[src/rtl/uart_pkg.sv]
`default_nettype none
// ============================================================================
//  Module      : uart_pkg
//  Description : Shared types and constants for the UART transmit blocks:
//                arbiter state encoding, grant-index width helper and the
//                parity-mode codes used by the UART framer.
//  Revision    : 1.0 - initial release
// ============================================================================
package uart_pkg;

   // Arbiter FSM: waiting to arbitrate, or holding a grant
   typedef enum logic [0:0] {
      IDLE   = 1'b0,
      LOCKED = 1'b1
   } arb_state_t;

   // Index width for a vector of n requesters (never narrower than one bit)
   function automatic int idx_width(input int n);
      return (n > 1) ? $clog2(n) : 1;
   endfunction

   // Parity-mode codes shared with the UART framer
   localparam logic [1:0] PARITY_NONE = 2'd0;
   localparam logic [1:0] PARITY_EVEN = 2'd1;
   localparam logic [1:0] PARITY_ODD  = 2'd2;

endpackage
`default_nettype wire

[src/rtl/uart_rr_pick.sv]
`default_nettype none
// ============================================================================
//  Module      : uart_rr_pick
//  Description : Combinational round-robin priority picker. Returns the first
//                set request bit found when searching from rr_ptr upward with
//                wrap-around.
//  Revision    : 1.0 - initial release
// ============================================================================
module uart_rr_pick
   import uart_pkg::*;
#(
   parameter int NUM_REQ = 4,
   parameter int IDX_W   = idx_width(NUM_REQ)
) (
   input  logic [NUM_REQ-1:0] req,
   input  logic [IDX_W-1:0]   rr_ptr,
   output logic               found,
   output logic [IDX_W-1:0]   idx
);

   // Scan rr_ptr, rr_ptr+1, ... (mod NUM_REQ); the first hit wins
   always_comb begin : p_pick
      logic [IDX_W-1:0] w_cand;
      w_cand = '0;
      found  = 1'b0;
      idx    = '0;
      for (int k = 0; k < NUM_REQ; k++) begin
         w_cand = IDX_W'((int'(rr_ptr) + k) % NUM_REQ);
         if (!found && req[w_cand]) begin
            found = 1'b1;
            idx   = w_cand;
         end
      end
   end

endmodule
`default_nettype wire

[src/rtl/uart_tx_arbiter.sv]
`default_nettype none
// ============================================================================
//  Module      : uart_tx_arbiter
//  Description : Round-robin arbiter sharing one UART transmit byte stream
//                between NUM_REQ requesters. The grant is held for a whole
//                packet (up to req_last) and a watchdog revokes a grant whose
//                requester goes silent mid-packet.
//  Config      : UART_TX_ARB_PKT_LOCK_EN - when defined, the grant persists
//                until an accepted req_last beat; when undefined every beat
//                is treated as last (byte-level round-robin).
//  Revision    : 1.0 - initial release
// ============================================================================
module uart_tx_arbiter
   import uart_pkg::*;
#(
   parameter int NUM_REQ        = 4,
   parameter int DATA_WIDTH     = 8,
   parameter int TIMEOUT_CYCLES = 1024
) (
   input  logic                          clk,
   input  logic                          rst,
   input  logic [NUM_REQ-1:0]            req_valid,
   input  logic [NUM_REQ*DATA_WIDTH-1:0] req_data,
   input  logic [NUM_REQ-1:0]            req_last,
   output logic [NUM_REQ-1:0]            req_ready,
   output logic                          tx_valid,
   output logic [DATA_WIDTH-1:0]         tx_data,
   input  logic                          tx_ready,
   output logic [$clog2(NUM_REQ)-1:0]    grant_id,
   output logic                          busy,
   output logic                          timeout_err
);

   localparam int c_gnt_w = idx_width(NUM_REQ);
   localparam int c_cnt_w = (TIMEOUT_CYCLES > 0) ? $clog2(TIMEOUT_CYCLES + 1) : 1;
   localparam logic [c_cnt_w-1:0] c_timeout = c_cnt_w'(TIMEOUT_CYCLES);

`ifdef UART_TX_ARB_PKT_LOCK_EN
   localparam bit c_pkt_lock = 1'b1;
`else
   localparam bit c_pkt_lock = 1'b0;
`endif

   arb_state_t                state_q,     state_d;
   logic [c_gnt_w-1:0]        grant_q,     grant_d;
   logic [c_gnt_w-1:0]        rr_ptr_q,    rr_ptr_d;
   logic [c_cnt_w-1:0]        wd_cnt_q,    wd_cnt_d;
   logic                      tx_valid_q,  tx_valid_d;
   logic [DATA_WIDTH-1:0]     tx_data_q,   tx_data_d;
   logic                      timeout_q,   timeout_d;

   logic                      w_pick_found;
   logic [c_gnt_w-1:0]        w_pick_idx;
   logic                      w_slot_free;
   logic                      w_accept;
   logic                      w_is_last;
   logic [c_gnt_w-1:0]        w_grant_next;
   logic [c_cnt_w-1:0]        w_wd_inc;
   logic [DATA_WIDTH-1:0]     w_slice;

   uart_rr_pick #(
      .NUM_REQ (NUM_REQ),
      .IDX_W   (c_gnt_w)
   ) u_pick (
      .req     (req_valid),
      .rr_ptr  (rr_ptr_q),
      .found   (w_pick_found),
      .idx     (w_pick_idx)
   );

   // Next-state, handshake and output-register load logic
   always_comb begin
      state_d    = state_q;
      grant_d    = grant_q;
      rr_ptr_d   = rr_ptr_q;
      wd_cnt_d   = wd_cnt_q;
      tx_valid_d = tx_valid_q;
      tx_data_d  = tx_data_q;
      timeout_d  = 1'b0;
      req_ready  = '0;

      // Output slot can take a byte if empty or being drained this cycle
      w_slot_free  = !tx_valid_q || tx_ready;
      w_slice      = req_data[grant_q*DATA_WIDTH +: DATA_WIDTH];
      w_accept     = (state_q == LOCKED) && req_valid[grant_q] && w_slot_free;
      w_is_last    = c_pkt_lock ? req_last[grant_q] : 1'b1;
      w_grant_next = (grant_q == c_gnt_w'(NUM_REQ - 1)) ? '0 : grant_q + c_gnt_w'(1);
      w_wd_inc     = wd_cnt_q + c_cnt_w'(1);

      if (state_q == LOCKED) begin
         req_ready[grant_q] = w_slot_free;
      end

      // A new beat reloads the register; a drain with no beat empties it
      if (w_accept) begin
         tx_valid_d = 1'b1;
         tx_data_d  = w_slice;
      end else if (tx_ready) begin
         tx_valid_d = 1'b0;
      end

      case (state_q)
         IDLE: begin
            if (w_pick_found) begin
               grant_d  = w_pick_idx;
               state_d  = LOCKED;
               wd_cnt_d = '0;
            end
         end
         LOCKED: begin
            if (w_accept) begin
               // An accept always beats a coincident watchdog expiry
               wd_cnt_d = '0;
               if (w_is_last) begin
                  state_d  = IDLE;
                  rr_ptr_d = w_grant_next;
               end
            end else if ((TIMEOUT_CYCLES > 0) && !req_valid[grant_q]) begin
               // Only silent cycles count; backpressured cycles do not
               if (w_wd_inc == c_timeout) begin
                  state_d   = IDLE;
                  rr_ptr_d  = w_grant_next;
                  wd_cnt_d  = '0;
                  timeout_d = 1'b1;
               end else begin
                  wd_cnt_d = w_wd_inc;
               end
            end
         end
         default: begin
            state_d = IDLE;
         end
      endcase
   end

   // State and output registers
   always_ff @(posedge clk) begin
      if (rst) begin
         state_q    <= IDLE;
         grant_q    <= '0;
         rr_ptr_q   <= '0;
         wd_cnt_q   <= '0;
         tx_valid_q <= 1'b0;
         tx_data_q  <= '0;
         timeout_q  <= 1'b0;
      end else begin
         state_q    <= state_d;
         grant_q    <= grant_d;
         rr_ptr_q   <= rr_ptr_d;
         wd_cnt_q   <= wd_cnt_d;
         tx_valid_q <= tx_valid_d;
         tx_data_q  <= tx_data_d;
         timeout_q  <= timeout_d;
      end
   end

   assign tx_valid    = tx_valid_q;
   assign tx_data     = tx_data_q;
   assign grant_id    = grant_q;
   assign busy        = (state_q == LOCKED);
   assign timeout_err = timeout_q;

endmodule
`default_nettype wire

[config.mk]
export PLATFORM = sky130hd
export DESIGN_NAME = uart_tx_arbiter
export DESIGN_NICKNAME = d
export VERILOG_FILES = /design/src/rtl/uart_pkg.sv /design/src/rtl/uart_rr_pick.sv /design/src/rtl/uart_tx_arbiter.sv
export SDC_FILE = /design/constraint.sdc
export NUM_CORES = 1
export LEC_CHECK = 0
export BUFFER_PORTS_ARGS = -buffer_cell sky130_fd_sc_hd__buf_4
export CAP_MARGIN = 20
export CORE_AREA = 2 2 61 63
export DETAILED_ROUTE_END_ITERATION = 12
export DIE_AREA = 0 0 63 65
export PLACE_DENSITY = 0.78
export SYNTH_ARGS = -nofsm -noshare
export SYNTH_HDL_FRONTEND = slang
export SYNTH_SLANG_ARGS = --single-unit
[constraint.sdc]
create_clock -name clk -period 3 [get_ports clk]
set_clock_uncertainty 0.1 [all_clocks]
set_input_delay 0.15 -clock clk [delete_from_list [all_inputs] [get_ports clk]]
set_output_delay 0.15 -clock clk [all_outputs]
set_load 0.03 [all_outputs]
# Word level (Yosys, flattened, before mapping)
# Cells that the tools add are included.
# totals
ff_bits,26
input_bits,43
out_inout_bits,17
word_cells,81
# op_classes
n_shift,1
n_reduce_logical,17
magnitude_cmp,6
n_addsub,5
mux,38
n_eq_ne,5
bitwise_logic,2
# op_table
op,count
$mux 11,4
$shiftx 32x6->8,1
$pmux 11 s2,1
$mux 1,17
$mux 2,8
$lt 2x3->1 const B,5
$add 11x1->11 const B,1
$eq 11x11->1 const B,1
$bmux 1 s2,5
$logic_and 1x1->1,6
$add 2x1->2 const B,2
$add 2x2->2 const B,2
$and 4x4->4,1
$logic_not 1->1,4
$mux 4,1
$reduce_and 2->1,2
$reduce_bool 2->1,2
$reduce_or 4->1,1
$ne 3x3->1 const B,1
$reduce_and 3->1,1
$demux 1 s2,1
$eq 2x2->1 const B,1
$ge 2x1->1 const B,1
$ne 2x1->1 const B,1
4 further kinds,4

# Logic depth before layout (Yosys ltp)
# Gate-level depths: netlist of run 1.
# depth
word_depth,14
ltp_mapped,8

# Modules after synthesis
# Synthesis of run 1 repeated with hierarchy kept, for this count alone.
# unflattened
cells_unflattened,180
area_unflattened_um2,1640.3
# modules_own_cells
module,instances,area_per_inst_um2,cells_per_inst
uart_tx_arbiter,1,1562.7,165
uart_rr_pick,1,77.6,15

# Worst setup path before layout of run 1
# No wires, ideal clock.
# synth_timing
kind,register to register
start,reg grant_q[0] (netlist: grant_id[0])
end,reg rr_ptr_q[0]
path_stages_with_launch,6
setup_ns,0.123
arrival_time_ns,1.990
setup_slack_ns,0.787
period_less_slack_ns,2.213
required_time_ns,2.777
path_cell_list,dfxtp_1 > mux4_2 > nand2b_4 > buf_6 > o21ai_2 > mux2_1
# synth_via
elab_chain_cells,6
elab_cells_between_ends,13
cone_classes,add/sub: 1; eq/ne: 2; mux: 6; reduce/logical: 4
# synth_rtl
element,line,source
from (decl),uart_tx_arbiter.sv:45,"logic [c_gnt_w-1:0] grant_q, grant_d;"
from (signal assigned),uart_tx_arbiter.sv:148,grant_q <= grant_d;
$bmux 1 s2,"uart_tx_arbiter.sv:85, uart_tx_arbiter.sv:118",
$mux 1 (not written as such),"uart_tx_arbiter.sv:85, uart_tx_arbiter.sv:118",
$logic_and 1x1->1 (2 in series),uart_tx_arbiter.sv:85,w_accept = (state_q == LOCKED) && req_valid[grant_q] && w_slot_free;
$ne 2x2->1 (no line) or $reduce_bool 2->1 (tied branches),--,
$reduce_and 3->1 (no line),--,
to (signal assigned),uart_tx_arbiter.sv:149,rr_ptr_q <= rr_ptr_d;
to (decl),uart_tx_arbiter.sv:46,"logic [c_gnt_w-1:0] rr_ptr_q, rr_ptr_d;"
# Several ways; a longest one is shown, not always the timed one. The select of a mux whose other input is x is not followed.
# A chain may end at the register's enable or synchronous reset.

# Final worst setup path of run 1
# layout_timing
start,reg wd_cnt_q[0]
end,reg rr_ptr_q[0]
# layout_via
elab_chain_cells,4
# layout_rtl
element,line,source
from (decl),uart_tx_arbiter.sv:47,"logic [c_cnt_w-1:0] wd_cnt_q, wd_cnt_d;"
from (signal assigned),uart_tx_arbiter.sv:150,wd_cnt_q <= wd_cnt_d;
$add 11x1->11,uart_tx_arbiter.sv:88,w_wd_inc = wd_cnt_q + c_cnt_w'(1);
$eq 11x11->1,uart_tx_arbiter.sv:120,if (w_wd_inc == c_timeout) begin
$reduce_bool 2->1 (no line),--,
$reduce_and 3->1 (no line),--,
# Every way passes these cells.

==> results.py, run 1 <==
metrics = {
    "outcome": {
        "outcome": "finished, final reports clean",
    },
    "routing": {
        "num_vias": 1600,
        "ant_nets": 0,
        "drt-total-wl_um": 3960,
        "viasPerCell": 5.50,
        "dr.pass1.iters": 4,
        "wire_per_inst_um": 13.6,
        "drc": 0,
        "drt-initial-drc-count": 108,
    },
    "cts": {
        "cts_resized": 0,
        "clock_latency_ns": 0.33,
        "cts_tree": "built",
        "post_cts_buffers": 0,
        "cts_buffers": 3,
        "ctsHoldBuffers": 0,
        "clock-sinks": 26,
        "cts_root_buf": "clkbuf_4",
        "clock_path_buffers": 2,
        "path_clk_slew_ns": 0.14,
        "cts-htree-levels": 1,
    },
    "floorplanning": {
        "die_height_um": 65,
        "initial_utilization_pct": 47.1,
        "core_um2": 3500,
        "die_w_um": 63,
        "io-pin-count": 60,
        "std_cell_rows": 22,
        "dieArea_um2": 4100,
    },
    "critical_path": {
        "crit_path_max_incr_delay_ns": 0.48,
        "slowest_stage": "dfxtp_1",
        "crit_required_ns": 3.14,
        "critPathMaxFanout": 11,
        "arrival_ns": 2.72,
        "cp_cell_sequence": "ha_1 -> nand4_2 -> nor3_2 -> nand2b_1 -> a211o_1 -> o21ai_2 -> mux2_1",
        "worst_setup_path_start_kind": "flop",
        "crit_type": "reg -> reg",
        "endpoint_kind": "flop",
        "r2r_setup_slack_ns": 0.42,
    },
    "grt": {
        "grt_pass1_wl_um": 6520,
        "grt_pass1_vias": 1432,
        "antenna_found_initial": 0,
        "overflow": 0,
        "grt_usage_pct": 19.7,
        "grt_max_degree": 25,
    },
    "placement": {
        "place_ws_ns": 0.473,
        "hpwl_um": 2990,
        "io_buffer_count": 55,
        "placed_area_um2": 2090,
        "place_inst": 287,
        "gp_congestion": 0.832,
    },
    "sta": {
        "worst_slack_ns": 0.418,
        "rsz0062_at_grt": "false",
        "slew_viol_final": 0,
        "hold_viol": 0,
        "setup_tns_ns": 0,
        "min_period_over_period_pct": 86.1,
        "period_minus_slack_ns": 2.58,
        "fmaxAchievable_ghz": 0.387,
        "max_slew_margin_pct": 66.6,
        "worstMarginPinSlew_ns": 0.496,
        "setup_viol": 0,
    },
    "finish": {
        "stdcell_count": 291,
        "insertedDiodeCount": 0,
        "num-fill-cells": 323,
        "final_cell_mix": "buf_4, nand2_1, dfxtp_1",
        "mostFrequentLayoutCell": "buf_4",
        "multi_input_area_um2": 1060,
        "seq_area_um2": 520,
        "drive_gt1_share_pct": 32.5,
        "num-nets-final": 292,
        "syn2layout_area_growth_pct": 29.2,
        "stdcell_area_um2": 2130,
    },
    "power_and_ir_drop": {
        "finalPower_mw": 0.767,
        "p_switching_mw": 0.230,
        "leakage_nw": 0.872,
        "power.density_nw_per_um2": 361,
        "clockPowerShare_pct": 23.9,
        "intPower_mw": 0.537,
        "ir_worst_vdd_uv": 192,
        "seqPwrFrac_pct": 49.0,
        "combPwrFrac_pct": 27.1,
        "switching_share_pct": 30.0,
    },
    "yosys": {
        "ys_types": 50,
        "yosys_warnings": 0,
        "ys_ff_latch": 26,
        "syn_area_um2": 1650,
        "async_flop_share_pct": 0,
        "synth_compound_gate_area_share_pct": 18.1,
        "synth_fa_ha_area_share_pct": 3.80,
        "synth_cells": 191,
        "synth_edf_count": 0,
        "synth.area.mux_share_pct": 14.2,
        "synth_ff_type": "dfxtp_1",
        "synthesis.nets": 239,
        "synth-simple-area-share_pct": 27.7,
        "synth-xor-area-share_pct": 0.532,
        "synth_top_family_by_area": "simple AND/OR/NAND/NOR gates",
        "ys_seq_area_share_pct": 31.6,
        "avgSynthCellArea_um2": 8.63,
    },
    "flow_run": {
        "maxCapViolCount": 0,
    },
    "min_path": {
        "hp-class": "in -> reg",
    },
}
==> final cells by class <==
type | count | share of cell area (%)
Clock buffer | 4 | 1.70
Multi-Input combinational cell | 150 | 49.9
Timing Repair Buffer | 57 | 20.1
Inverter | 6 | 1.06
Tap cell | 48 | 2.82
Sequential cell | 26 | 24.5
==> cells in the mapped netlist (2+ instances only) <==
library cell	number	area share (%)
nor2b_1	3	1.1
buf_2	2	0.61
a21oi_1	18	5.5
mux4_2	9	12
clkbuf_1	5	1.1
nor4_1	2	0.76
o31ai_1	2	0.91
or3_1	5	1.9
a31oi_1	7	2.7
nor2_1	12	2.7
mux2i_1	2	1.2
o21ai_1	4	1.2
nand2_1	30	6.8
ha_1	5	3.8
nand3b_1	2	0.91
inv_1	6	1.4
nor3_1	2	0.61
nand3_1	4	1.2
nand4_1	2	0.76
dfxtp_1	26	32
and3_1	7	2.7
and2_1	4	1.5
o21ai_0	3	0.91
nand2b_1	3	1.1
==> logic make-up after synthesis <==
| family | after synthesis |
|---|---|
| AO/OA/AOI/OAI | 47 |
| XOR/XNOR | 1 |
| flip-flops | 26 |
| AND/OR/NAND/NOR | 85 |
| adder cells (fa/ha/maj) | 5 |
| multiplexers | 12 |
| buffers and inverters | 15 |
==> per-layer routing <==
layer	global-route usage (%)	vias up	routed length (um)
met4	8.06	0	55
met5	0	-	0
met2	34.0	27	2070
met1	25.4	759	1740
met3	1.74	5	92
li1	-	809	-
==> stage by stage <==
step / util (%) / hold WS [ns]
after floorplan: - / 0.247
after global placement: 59.8 / 0.343
after detailed placement: 59.8 / 0.349
after CTS: 60.9 / 0.0507
after global routing: 60.9 / 0.0778
final: 60.9 / 0.0584
==> power groups by stage <==
stage	Combinational (mW)	Sequential, mW	Clock (mW)
detailed placement	0.209	0.384	0
floorplan	0.104	0.405	0
global route	0.227	0.379	0.198
CTS	0.209	0.376	0.190
finish	0.208	0.376	0.184
global placement	0.206	0.383	0
==> state kept, by name, summed over array words and instances (netlist names) <==
signal	flops
rr_ptr_q	2
grant_id	2
busy	1
timeout_err	1
wd_cnt_q	11
tx_data	8
tx_valid	1
==> path summary, 6_finish.rpt <==
path                from  depth (start not counted)           to
min                  rst                          2  timeout_err
max reg2reg  wd_cnt_q[0]                          7  rr_ptr_q[0]
max          wd_cnt_q[0]                          7  rr_ptr_q[0]
min reg2reg   tx_data[5]                          2   tx_data[5]
==> critical path: cells and delay by family, from the launching register on <==
| family | cells | cell delay, ns |
|---|---|---|
| muxes | 1 | 0.34 |
| adders and majority gates | 1 | 0.29 |
| AOI/OAI and AO/OA | 2 | 0.70 |
| and+or+nand+nor | 3 | 0.57 |
| DFF | 1 | 0.48 |
(Power assumes the default switching activity.)
==> run 2, diff against run 1 <==
Settings changed: PLACE_DENSITY 0.78 to 0.87.
==> results.py, run 2 (synthesis results as in run 1) <==
metrics = {
    "outcome": {
        "outcome": "finished, final reports clean",
    },
    "routing": {
        "viasPerCell": 5.59,
        "drc": 0,
        "drt-initial-drc-count": 58,
        "drt-total-wl_um": 3980,
        "ant_nets": 0,
        "dr.pass1.iters": 4,
        "wire_per_inst_um": 13.7,
        "num_vias": 1628,
    },
    "power_and_ir_drop": {
        "power.density_nw_per_um2": 359,
        "ir_worst_vdd_uv": 210,
        "leakage_nw": 0.872,
        "finalPower_mw": 0.765,
    },
    "grt": {
        "antenna_found_initial": 0,
        "grt_max_degree": 25,
        "grt_pass1_vias": 1435,
        "grt_pass1_wl_um": 6460,
        "grt_usage_pct": 19.6,
        "overflow": 0,
    },
    "sta": {
        "rsz0062_at_grt": "false",
        "fmaxAchievable_ghz": 0.387,
        "slew_viol_final": 0,
        "min_period_over_period_pct": 86.1,
        "hold_viol": 0,
        "max_slew_margin_pct": 61.7,
        "whs_ns": 0.0697,
        "setup_tns_ns": 0,
        "setup_viol": 0,
        "worstMarginPinSlew_ns": 0.569,
        "period_minus_slack_ns": 2.58,
    },
    "cts": {
        "post_cts_buffers": 0,
        "clock_path_buffers": 2,
        "cts_root_buf": "clkbuf_4",
        "ctsHoldBuffers": 0,
        "cts_resized": 0,
        "cts_buffers": 3,
        "path_clk_slew_ns": 0.14,
        "clock-sinks": 26,
        "cts-htree-levels": 1,
        "clock_latency_ns": 0.32,
        "cts_tree": "built",
    },
    "finish": {
        "insertedDiodeCount": 0,
        "syn2layout_area_growth_pct": 29.2,
        "stdcell_count": 291,
        "largest_reg_flops": 11,
        "final_util_pct": 60.9,
        "drive_gt1_share_pct": 32.5,
        "mostFrequentLayoutCell": "buf_4",
        "largest-register": "wd_cnt_q",
        "final_cell_mix": "buf_4, nand2_1, dfxtp_1",
        "num-nets-final": 292,
    },
    "critical_path": {
        "crit_family": "compound AO/OA/AOI/OAI gates",
        "endpoint": "rr_ptr_q[0]",
        "slowest_stage": "a211o_1",
        "crit_buf_inv": 0,
        "crit_type": "reg -> reg",
        "worst_setup_path_start_kind": "flop",
        "r2r_end": "rr_ptr_q[0]",
        "rr_startpoint": "wd_cnt_q[0]",
        "crit_path_max_incr_delay_ns": 0.47,
        "critPathLaunch": "wd_cnt_q[0]",
        "rr_worst_depth": 7,
        "cp_cell_sequence": "ha_1 -> nand4_2 -> nor3_2 -> nand2b_1 -> a211o_1 -> o21ai_2 -> mux2_1",
        "r2r_setup_slack_ns": 0.42,
        "critPathMaxFanout": 11,
        "endpoint_kind": "flop",
        "arrival_ns": 2.71,
        "cp.depth": 7,
        "crit_required_ns": 3.13,
    },
    "placement": {
        "hpwl_um": 3020,
        "io_buffer_count": 55,
        "place_inst": 287,
        "gp_congestion": 0.907,
    },
    "floorplanning": {
        "die_w_um": 63,
        "initial_utilization_pct": 47.1,
        "dieArea_um2": 4100,
        "io-pin-count": 60,
        "std_cell_rows": 22,
        "core_um2": 3500,
        "die_height_um": 65,
    },
    "flow_run": {
        "maxCapViolCount": 0,
    },
    "min_path": {
        "hp-class": "in -> reg",
    },
}
-- run 2: worst min-delay path by stage --
stage / from / end / slack (ns) / depth (start not counted)
finish: rst / wd_cnt_q[0] / 0.07 / 2
global route: rst / timeout_err / 0.09 / 2
CTS: rst / wd_cnt_q[1] / 0.07 / 2
detailed placement: tx_data[7] / tx_data[7] / 0.35 / 2
global placement: tx_data[0] / tx_data[0] / 0.34 / 2
floorplan: rst / wd_cnt_q[2] / 0.25 / 2
-- run 2: where the power goes --
group          internal (mW)  switching [mW]  total, mW  leakage [nW]
clock network         0.0743           0.107      0.181        0.0210
registers              0.361          0.0144      0.375         0.211
logic                  0.102           0.107      0.209         0.640
total                  0.537           0.228      0.765         0.872
-- run 2: through the flow --
step | setup slack, ns | cell area (um2)
after detailed placement | 0.459 | 2090
final | 0.417 | 2130
after floorplan | 0.787 | 1650
after global placement | 0.541 | 2090
after global routing | 0.244 | 2130
after CTS | 0.430 | 2130
-- run 2: worst reg2reg max path, cell delays in order (launching register included) --
cell,delay (ns)
dfxtp_1,0.46
ha_1,0.29
nand4_2,0.18
nor3_2,0.28
nand2b_1,0.12
a211o_1,0.47
o21ai_2,0.25
mux2_1,0.35
-- run 2: final cells by class --
cell class | instances | area (um2)
fillers | 304 | 1370
inverters | 6 | 22.5
multi-input cells | 150 | 1060
repair buffers | 57 | 428
clock buffers | 4 | 36.3
well taps | 48 | 60.1
flip-flops and latches | 26 | 520
-- run 2: layer usage --
| layer | part of all wire (%) | track usage, % | up-vias | wire, um |
|---|---|---|---|---|
| met5 | 0 | 0 | - | 0 |
| met4 | 0.78 | 5.00 | 0 | 31 |
| met3 | 3.1 | 1.56 | 4 | 123 |
| met2 | 53 | 35.9 | 42 | 2130 |
| met1 | 43 | 24.9 | 773 | 1700 |
| li1 | - | - | 809 | - |
==> run 3, diff against run 2 <==
Settings changed: ABC_CLOCK_PERIOD_IN_PS set to 3000, PLACE_DENSITY 0.87 to not set, PLACE_DENSITY_LB_ADDON set to 0.1.
==> results.py, run 3 (synthesis results as in run 1) <==
metrics = {
    "outcome": {
        "outcome": "finished, final reports clean",
    },
    "grt": {
        "grt_usage_pct": 19.9,
        "grt_pass1_wl_um": 6550,
        "gr-usage-met2_pct": 33.5,
        "grt_max_degree": 25,
        "overflow": 0,
        "use_met1_pct": 26.0,
        "grt-busiest-layer": "met2",
        "grtUsageMet3_pct": 3.13,
        "grt_pass1_vias": 1471,
        "antenna_found_initial": 0,
    },
    "floorplanning": {
        "die_height_um": 65,
        "std_cell_rows": 22,
        "io-pin-count": 60,
        "dieArea_um2": 4100,
        "core_um2": 3500,
        "die_w_um": 63,
        "initial_utilization_pct": 47.1,
    },
    "power_and_ir_drop": {
        "power.density_nw_per_um2": 385,
        "leakage_nw": 0.879,
        "ir_worst_vdd_uv": 177,
    },
    "routing": {
        "num_vias": 1591,
        "drt-total-wl_um": 3840,
        "viasPerCell": 5.47,
        "dr.pass1.iters": 4,
        "drc": 0,
        "wire_per_inst_um": 13.2,
        "ant_nets": 0,
        "drt-initial-drc-count": 78,
    },
    "sta": {
        "min_period_over_period_pct": 86.2,
        "worst_slack_ns": 0.415,
        "setup_viol": 0,
        "max_slew_margin_pct": 60.7,
        "setup_tns_ns": 0,
        "fmaxAchievable_ghz": 0.387,
        "rsz0062_at_grt": "false",
        "slew_viol_final": 0,
        "hold_viol": 0,
        "period_minus_slack_ns": 2.58,
        "worstMarginPinSlew_ns": 0.585,
    },
    "finish": {
        "mostFrequentLayoutCell": "buf_4",
        "num-nets-final": 292,
        "insertedDiodeCount": 0,
        "syn2layout_area_growth_pct": 30.1,
        "largest-register": "wd_cnt_q",
        "drive_gt1_share_pct": 32.5,
        "largest_reg_flops": 11,
        "final_cell_mix": "buf_4, nand2_1, dfxtp_1",
    },
    "critical_path": {
        "cp_cell_sequence": "ha_1 -> nand4_2 -> nor3_2 -> nand2b_1 -> a211o_1 -> o21ai_2 -> mux2_1",
        "endpoint_kind": "flop",
        "crit_required_ns": 3.12,
        "crit_buf_inv": 0,
        "crit_path_max_incr_delay_ns": 0.46,
        "slowest_stage": "dfxtp_1",
        "crit_type": "reg -> reg",
        "arrival_ns": 2.71,
        "critPathMaxFanout": 11,
        "worst_setup_path_start_kind": "flop",
        "crit_family": "compound AO/OA/AOI/OAI gates",
    },
    "placement": {
        "place_ws_ns": 0.476,
        "hpwl_um": 3000,
        "gp_congestion": 0.812,
        "io_buffer_count": 55,
    },
    "cts": {
        "clock-sinks": 26,
        "path_clk_slew_ns": 0.15,
        "clock_latency_ns": 0.32,
        "ctsHoldBuffers": 0,
        "cts_buffers": 3,
        "cts_tree": "built",
        "cts_resized": 0,
        "clock_path_buffers": 2,
        "cts_root_buf": "clkbuf_4",
        "cts-htree-levels": 1,
        "post_cts_buffers": 0,
    },
    "min_path": {
        "hp-class": "in -> reg",
    },
    "flow_run": {
        "maxCapViolCount": 0,
    },
}
## run 3: cell count changes in the layout (fill, tap and decap cells not counted)
cell / delta
clkbuf_8: -1
bufinv_16: +1
## run 3: final cells by class
type	count	area [um2]
clock inverter	1	30.0
multi-input combinational	150	1060
timing repair buffer	57	428
tap	48	60.1
sequential	26	520
fill	315	1350
inverter	6	22.5
clock buffer	3	22.5
## run 3: final timing paths
check | startpoint | end | slack, ns | depth (start not counted)
setup reg to reg | wd_cnt_q[0] | rr_ptr_q[0] | 0.42 | 7
setup / recovery | wd_cnt_q[0] | rr_ptr_q[0] | 0.42 | 7
hold reg to reg | tx_data[3] | tx_data[3] | 0.37 | 2
hold / removal | rst | wd_cnt_q[0] | 0.07 | 2
## run 3: worst register-to-register path, stage by stage, from the launching register on
cell      delay (ns)
dfxtp_1         0.46
ha_1            0.29
nand4_2         0.19
nor3_2          0.28
nand2b_1        0.12
a211o_1         0.46
o21ai_2         0.25
mux2_1          0.33
## run 3: metrics by stage
stage / power (mW) / utilization [%] / cells / hold WS [ns] / instance area (um2)
final: 0.825 / 61.3 / 291 / 0.0659 / 2140
after detailed placement: 0.592 / 59.8 / 287 / 0.350 / 2090
after floorplan: 0.509 / - / 191 / 0.247 / 1650
after global placement: 0.590 / 59.8 / 287 / 0.345 / 2090
after CTS: 0.833 / 61.3 / 291 / 0.0541 / 2140
after global routing: 0.871 / 61.3 / 291 / 0.0567 / 2140
## run 3: routing by layer
metal	vias up	part of all wire, %
met4	0	0.49
met2	60	48
met3	2	6.4
li1	809	-
met5	-	0
met1	720	45
## run 3: power by group
group | switching [mW] | total, mW | internal (mW)
Combinational | 0.104 | 0.206 | 0.102
Sequential | 0.0157 | 0.377 | 0.361
Clock | 0.107 | 0.242 | 0.135
